$ cat src/rtl/handshake_arbiter.sv
// Two-requester round-robin arbiter driving a four-phase req/ack handshake to device B.
// Optional timeout/abort logic is compiled in with HANDSHAKE_TIMEOUT_EN.
module handshake_arbiter #(
    parameter logic [15:0] TIMEOUT_CYCLES = 16'd50000
) (
    input  logic clk,
    input  logic reset,
    input  logic send0,
    input  logic send1,
    input  logic devB,
    output logic devA,
    output logic owner,
    output logic busy,
    output logic done0,
    output logic done1,
    output logic err
);

    typedef enum logic [1:0] {
        IDLE = 2'd0,
        REQ  = 2'd1,
        ACK  = 2'd2
`ifdef HANDSHAKE_TIMEOUT_EN
        ,
        ERR  = 2'd3
`endif
    } state_t;

    state_t     state_q, state_d;
    logic [1:0] pending_q, pending_d;
    logic       owner_q, owner_d;
    logic       last_owner_q, last_owner_d;
    logic       devA_q, devA_d;
    logic       done0_q, done0_d;
    logic       done1_q, done1_d;
    logic       grant_sel;
`ifdef HANDSHAKE_TIMEOUT_EN
    logic        err_q, err_d;
    logic [15:0] cnt_q, cnt_d;
`endif

    always_comb begin
        state_d      = state_q;
        pending_d    = pending_q | {send1, send0};
        owner_d      = owner_q;
        last_owner_d = last_owner_q;
        devA_d       = devA_q;
        done0_d      = 1'b0;
        done1_d      = 1'b0;
        grant_sel    = 1'b0;
`ifdef HANDSHAKE_TIMEOUT_EN
        err_d        = err_q;
        cnt_d        = cnt_q;
`endif
        case (state_q)
            IDLE: begin
                if (|pending_q) begin
                    grant_sel    = (pending_q == 2'b11) ? ~last_owner_q : pending_q[1];
                    owner_d      = grant_sel;
                    last_owner_d = grant_sel;
                    // A send arriving in the grant cycle re-arms the bit just cleared.
                    pending_d[grant_sel] = grant_sel ? send1 : send0;
                    state_d      = REQ;
                    devA_d       = 1'b1;
                end
            end
            REQ: begin
                if (devB) begin
                    state_d = ACK;
                    devA_d  = 1'b0;
                end
            end
            ACK: begin
                if (!devB) begin
                    state_d = IDLE;
                    done0_d = ~owner_q;
                    done1_d = owner_q;
                end
            end
`ifdef HANDSHAKE_TIMEOUT_EN
            ERR: begin
                if (!devB) state_d = IDLE;
            end
`endif
            default: state_d = IDLE;
        endcase
`ifdef HANDSHAKE_TIMEOUT_EN
        // A regular handshake step in the same cycle takes precedence over the abort.
        if ((state_q == REQ || state_q == ACK) && state_d == state_q
            && cnt_q == TIMEOUT_CYCLES - 16'd1) begin
            state_d = ERR;
            devA_d  = 1'b0;
            err_d   = 1'b1;
        end
        if (state_d != state_q)
            cnt_d = 16'd0;
        else if (state_q == REQ || state_q == ACK)
            cnt_d = cnt_q + 16'd1;
`endif
    end

    always_ff @(posedge clk) begin
        if (reset) begin
            state_q      <= IDLE;
            pending_q    <= 2'b00;
            owner_q      <= 1'b0;
            last_owner_q <= 1'b1;
            devA_q       <= 1'b0;
            done0_q      <= 1'b0;
            done1_q      <= 1'b0;
`ifdef HANDSHAKE_TIMEOUT_EN
            err_q        <= 1'b0;
            cnt_q        <= 16'd0;
`endif
        end else begin
            state_q      <= state_d;
            pending_q    <= pending_d;
            owner_q      <= owner_d;
            last_owner_q <= last_owner_d;
            devA_q       <= devA_d;
            done0_q      <= done0_d;
            done1_q      <= done1_d;
`ifdef HANDSHAKE_TIMEOUT_EN
            err_q        <= err_d;
            cnt_q        <= cnt_d;
`endif
        end
    end

    assign devA  = devA_q;
    assign owner = owner_q;
    assign busy  = (state_q != IDLE);
    assign done0 = done0_q;
    assign done1 = done1_q;

`ifdef HANDSHAKE_TIMEOUT_EN
    assign err = err_q;
`else
    logic unused_timeout;
    assign unused_timeout = ^TIMEOUT_CYCLES;
    assign err = 1'b0;
`endif

endmodule
$ cat config.mk
export PLATFORM = sky130hd
export DESIGN_NAME = handshake_arbiter
export DESIGN_NICKNAME = d
export VERILOG_FILES = /design/src/rtl/handshake_arbiter.sv
export SDC_FILE = /design/constraint.sdc
export NUM_CORES = 1
export LEC_CHECK = 0
export ABC_CLOCK_PERIOD_IN_PS = 1600
export CAP_MARGIN = 25
export CELL_PAD_IN_SITES_DETAIL_PLACEMENT = 0
export CELL_PAD_IN_SITES_GLOBAL_PLACEMENT = 1
export CORE_AREA = 2 2 39 41
export CTS_BUF_LIST = sky130_fd_sc_hd__clkbuf_4 sky130_fd_sc_hd__clkbuf_8
export DETAILED_ROUTE_END_ITERATION = 16
export DIE_AREA = 0 0 41 43
export PLACE_DENSITY_LB_ADDON = 0.08
export SETUP_SLACK_MARGIN = 0.3
export SLEW_MARGIN = 10
export SYNTH_ARGS = -nofsm -noshare
export SYNTH_HDL_FRONTEND = slang
export SYNTH_SLANG_ARGS = --single-unit
$ cat constraint.sdc
create_clock -name clk -period 1.6 [get_ports clk]
set_input_delay 0.48 -clock clk [delete_from_list [all_inputs] [get_ports clk]]
set_output_delay 0.48 -clock clk [all_outputs]
set_load 0.02 [all_outputs]
---- Yosys cells after proc, flatten, opt, wreduce, memory -nomap -nowiden ----
Cells that the tools add are included.
operators by class
  $add $sub $neg .......................... 0
  multipliers ............................. 0
  divide/modulo/power cells ............... 0
  order comparisons ....................... 2
  equality and inequality tests ........... 6
  shifts and indexed selects .............. 0
  muxes and demuxes ....................... 14
  bitwise logic cells ..................... 4
  reduce and logical (&&, ||, !) cells .... 9
operators with widths
  cell                                                                  count
  2-bit 2-to-1 mux                                                      5
  2-bit inequality test, second input constant                          3
  2-bit one-hot mux with 3 select lines                                 1
  3-bit AND reduction                                                   2
  1-bit 2-to-1 mux                                                      5
  2-bit == test, second input constant                                  2
  2-bit nonzero test                                                    2
  1-bit NOT                                                             3
  3-bit OR reduction                                                    1
  2-bit bitwise mux                                                     1
  2-bit by 1-bit == test with 1-bit output, second input constant       1
  2-bit logical NOT                                                     1
  1-bit by 2-bit < comparator with 1-bit output, second input constant  1
  2-bit bitwise OR                                                      1
  1-bit one-hot mux with 2 select lines                                 1
  2-bit AND reduction                                                   1
  2-bit OR reduction                                                    1
  1-bit demux with 1-bit select                                         1
  1-bit greater-or-equal comparator, second input constant              1
  1-bit logical AND                                                     1
storage, ports and cells
  register bits ........................... 9
  bits in latches ......................... 0
  bits in writable memories ............... 0
  bits in read-only memories .............. 0
  input bits .............................. 5
  output and inout bits ................... 6
  logic and storage cells ................. 42
  memories ................................ 0

---- Logic depth before layout (Yosys ltp) ----
  word-level depth ........................ 9
  depth in mapped cells ................... 5
  gate-level depth less buffers ........... 4

---- Worst setup path after synthesis ----
Ideal clock, no wire load.
  kind .................................... flip-flop to flip-flop
  start point ............................. register state_q[1]
  end point ............................... register last_owner_q
  data arrival time ....................... 1.120 ns
  slack ................................... 0.358 ns
  cell stages (with the launch flop) ...... 4
  period minus slack after synthesis ...... 1.242 ns
  cell sequence ........................... dfxtp_1 -> buf_6 -> or3b_4 -> a221o_1
on the way
  cells in the longest elaborated chain, start to end .. 2
RTL lines
  what                           line  RTL
  start, declared                29    state_t state_q, state_d;
  start signal, assigned         116   state_q <= state_d;
  2-bit logical NOT              55    case (state_q)
  2-bit AND reduction (no line)  --
  end signal, assigned           119   last_owner_q <= last_owner_d;
  end, declared                  32    logic last_owner_q, last_owner_d;
Every way passes these cells.
A chain may end at the register's enable or synchronous reset.

---- Worst setup path in the final report ----
  start point ............................. register state_q[1]
  end point ............................... output port busy
on the way
  cells in the longest elaborated chain, start to end .. 1
RTL lines
  what                line  RTL
  2-bit nonzero test  132   assign busy = (state_q != IDLE);
  end, declared       13    output logic busy,
Every way passes these cells.

==> parameters.txt <==
Parameter                              Value

Clocking
  Sink Count    9
  Clock tree from TritonCTS    yes
  Clock Latency Late Sink    0.26 ns
  Clock tree root buffer cell    sky130_fd_sc_hd__clkbuf_4
  Worst-path clk slew    0.06 ns
  Total CTS buffers    3
  Buffer levels on the longest clock path    2
  H-Tree Level Count    1
  Hold-fix buffer count after cts    0

Die
  Height of the die    43 um
  X dimension of the die    41 um
  Boundary Pins    11
  Die footprint    0.00176 mm^2
  Area of the core region    0.00138 mm^2
  FP Rows    14
  Initial core utilization    0.271

Worst hold path
  Worst Hold Launch    owner
  Hold Path Depth    1
  End point of the worst hold path    done0
  Worst min path class    flop to flop

Power and ir drop
  Ratio of total power to cell area    1070 mW/mm^2
  Total leakage power    0.244 nW
  Worst IR Drop VDD    373 uV

Place
  Port-buffer cells    9
  Routability cong.    0.714
  DP Wirelength    580 um

Layout
  Area added between synthesis and finish    43.3%
  Most common cell after layout, fill and taps aside    sky130_fd_sc_hd__dfxtp_1
  Number of filler cells placed in the layout    147
  Fraction of final layout cells sized beyond drive strength 1    0.421
  Antenna diode count    0
  Final Net Count    63
  Highest-count cells in the layout ignoring fill and taps    6 x sky130_fd_sc_hd__dfxtp_1, 5 x sky130_fd_sc_hd__buf_4

Routing
  Remaining number of nets flagged by the antenna check after routing    0
  Vias    331
  Detailed Route WL    787 um
  Post-route DRC violation count    0
  Count of routing violations after the opening detailed-route iteration    4
  DR WL/cell    10.8 um
  Detailed Routing Iterations Pass 1    4
  Vias per inst    4.53

Worst setup path
  Kind of critical path    flop to output port
  Reg-to-reg critical path startpoint    state_q[1]
  Signal arrival time at the worst endpoint    0.88 ns
  Startpoint class of the critical path    flop
  Largest driver fanout on the critical path    2
  Worst reg2reg endpoint    last_owner_q
  Worst setup EP type    output port
  Count of cells along the worst register-to-register path    3
  Setup slack of the most critical reg-to-reg path    0.30 ns
  Data required time at the worst endpoint    1.12 ns

Synth
  Synthesis-stage register bit count    9
  Distinct cell type count of the synthesized netlist    21
  Mapped cell area    375 um^2
  Syn Inst Count    42
  Net count of the mapped netlist    47
  Mean Syn Cell Area    8.94 um^2
  Count of warnings emitted by yosys    0
  Part of the Yosys area used for sequential elements    0.480

Timing
  Setup repair after global routing missed its margin    true
  Clock skew    0.00565 ns
  Setup TNS    0 ns
  Number of pins exceeding their max-slew limit in the final report    0
  Minimum clock period after layout    1.36 ns
  Number of hold violations in the final report    0
  Post-route clock period utilization    0.852
  Worst-case hold slack    0.431 ns
  Highest attainable clock frequency    734 MHz
  Setup-violating endpoint count in the final report    0

Global route
  Aggregate global-route resource usage    0.111
  Congestion Overflow GR    0
  First-pass GRT wire length    1300 um
  Pin count of the biggest net entering global routing    9
  Via count of the first global-routing pass    318
  Number of antenna violations at the first check in global routing    0

Job
  Total of max-cap violations    0

Outcome
  Result of the run    finished, final reports clean
-- per-layer routing --
metal / global-route usage / wire length, um / vias to the layer above / part of all wire
li1: - / - / 169 / -
met1: 0.131 / 352 / 153 / 0.45
met2: 0.172 / 381 / 9 / 0.48
met3: 0.0314 / 53 / 0 / 0.067
met4: 0.0600 / 0 / 0 / 0
met5: 0 / 0 / - / 0
-- metrics by stage --
step	utilization	worst slack [ns]	power (W)	instance area (um^2)	std cells
2_1_floorplan	-	0.358	0.000329	375	42
3_3_place_gp	0.351	0.0614	0.000368	485	67
3_5_place_dp	0.351	0.0700	0.000369	485	67
4_1_cts	0.374	0.214	0.000569	518	72
5_1_grt	0.389	0.208	0.000617	538	73
6_report	0.389	0.237	0.000578	538	73
-- report_power, final --
group	leakage [nW]	internal, W	switching (W)
combinational	0.150	0.0000708	0.0000575
clock	0.0184	0.000113	0.0000799
sequential	0.0752	0.000242	0.0000148
-- worst max-delay path by stage --
stage	cells after the start	slack [ns]	endpoint	start
6_report	3	0.24	busy	state_q[1]
3_5_place_dp	3	0.07	busy	state_q[1]
2_1_floorplan	3	0.36	last_owner_q	state_q[1]
3_3_place_gp	3	0.06	busy	state_q[1]
4_1_cts	3	0.21	busy	state_q[0]
5_1_grt	3	0.21	busy	state_q[1]
-- repair_timing --
action                                  4_1_cts  5_1_grt
pin swaps                                     2        1
gates cloned                                  0        0
endpoints found under the setup margin        6        5
gates resized for setup                      24        8
setup buffers                                 1        1
-- critical path, stage by stage (launching register included) --
cell and delay, ns:
sky130_fd_sc_hd__dfxtp_2 0.34, sky130_fd_sc_hd__nor2_4 0.12, sky130_fd_sc_hd__inv_2 0.05, sky130_fd_sc_hd__buf_6 0.12
-- logic make-up (layout without fill, tap and decap cells) --
logic type | Yosys count | count (layout) | share of synthesized area
AOI/OAI and AO/OA | 9 | 9 | 0.173
other | 1 | 1 | 0.00999
buffers and inverters | 9 | 24 | 0.130
xor gates and xnor gates | 1 | 1 | 0.0233
DFF | 9 | 9 | 0.480
and+or+nand+nor | 13 | 13 | 0.183
-- layout make-up --
class                      instances  area [um^2]  area share
inverter                           5         18.8      0.0349
timing repair buffer              15          126       0.235
sequential                         9          184       0.342
multi-input combinational         24          159       0.295
clock buffer                       4         30.0      0.0558
tap                               16         20.0      0.0372
-- state kept, by name (all words and copies together) (netlist names) --
| signal | count |
|---|---|
| devA | 1 |
| done0 | 1 |
| done1 | 1 |
| last_owner_q | 1 |
| owner | 1 |
| pending_q | 2 |
| state_q | 2 |
-- cell usage after synthesis --
master,count,area (um^2)
sky130_fd_sc_hd__a211o_2,1,10.0
sky130_fd_sc_hd__or3b_4,1,11.3
sky130_fd_sc_hd__nor2_1,5,18.8
sky130_fd_sc_hd__a2bb2oi_1,1,8.76
sky130_fd_sc_hd__clkbuf_1,1,3.75
sky130_fd_sc_hd__dfxtp_1,9,180
sky130_fd_sc_hd__nor2b_1,1,6.26
sky130_fd_sc_hd__inv_1,5,18.8
sky130_fd_sc_hd__and3_2,1,7.51
sky130_fd_sc_hd__o21ai_0,1,5.00
sky130_fd_sc_hd__buf_6,1,11.3
sky130_fd_sc_hd__xnor2_1,1,8.76
sky130_fd_sc_hd__conb_1,1,3.75
sky130_fd_sc_hd__buf_4,2,15.0
sky130_fd_sc_hd__nand2_1,1,3.75
sky130_fd_sc_hd__nor3_1,3,15.0
sky130_fd_sc_hd__or3_1,1,6.26
sky130_fd_sc_hd__a21oi_1,3,15.0
sky130_fd_sc_hd__a2111oi_0,1,8.76
sky130_fd_sc_hd__o31ai_1,1,7.51
sky130_fd_sc_hd__a221o_1,1,10.0
(Power assumes the default switching activity.)
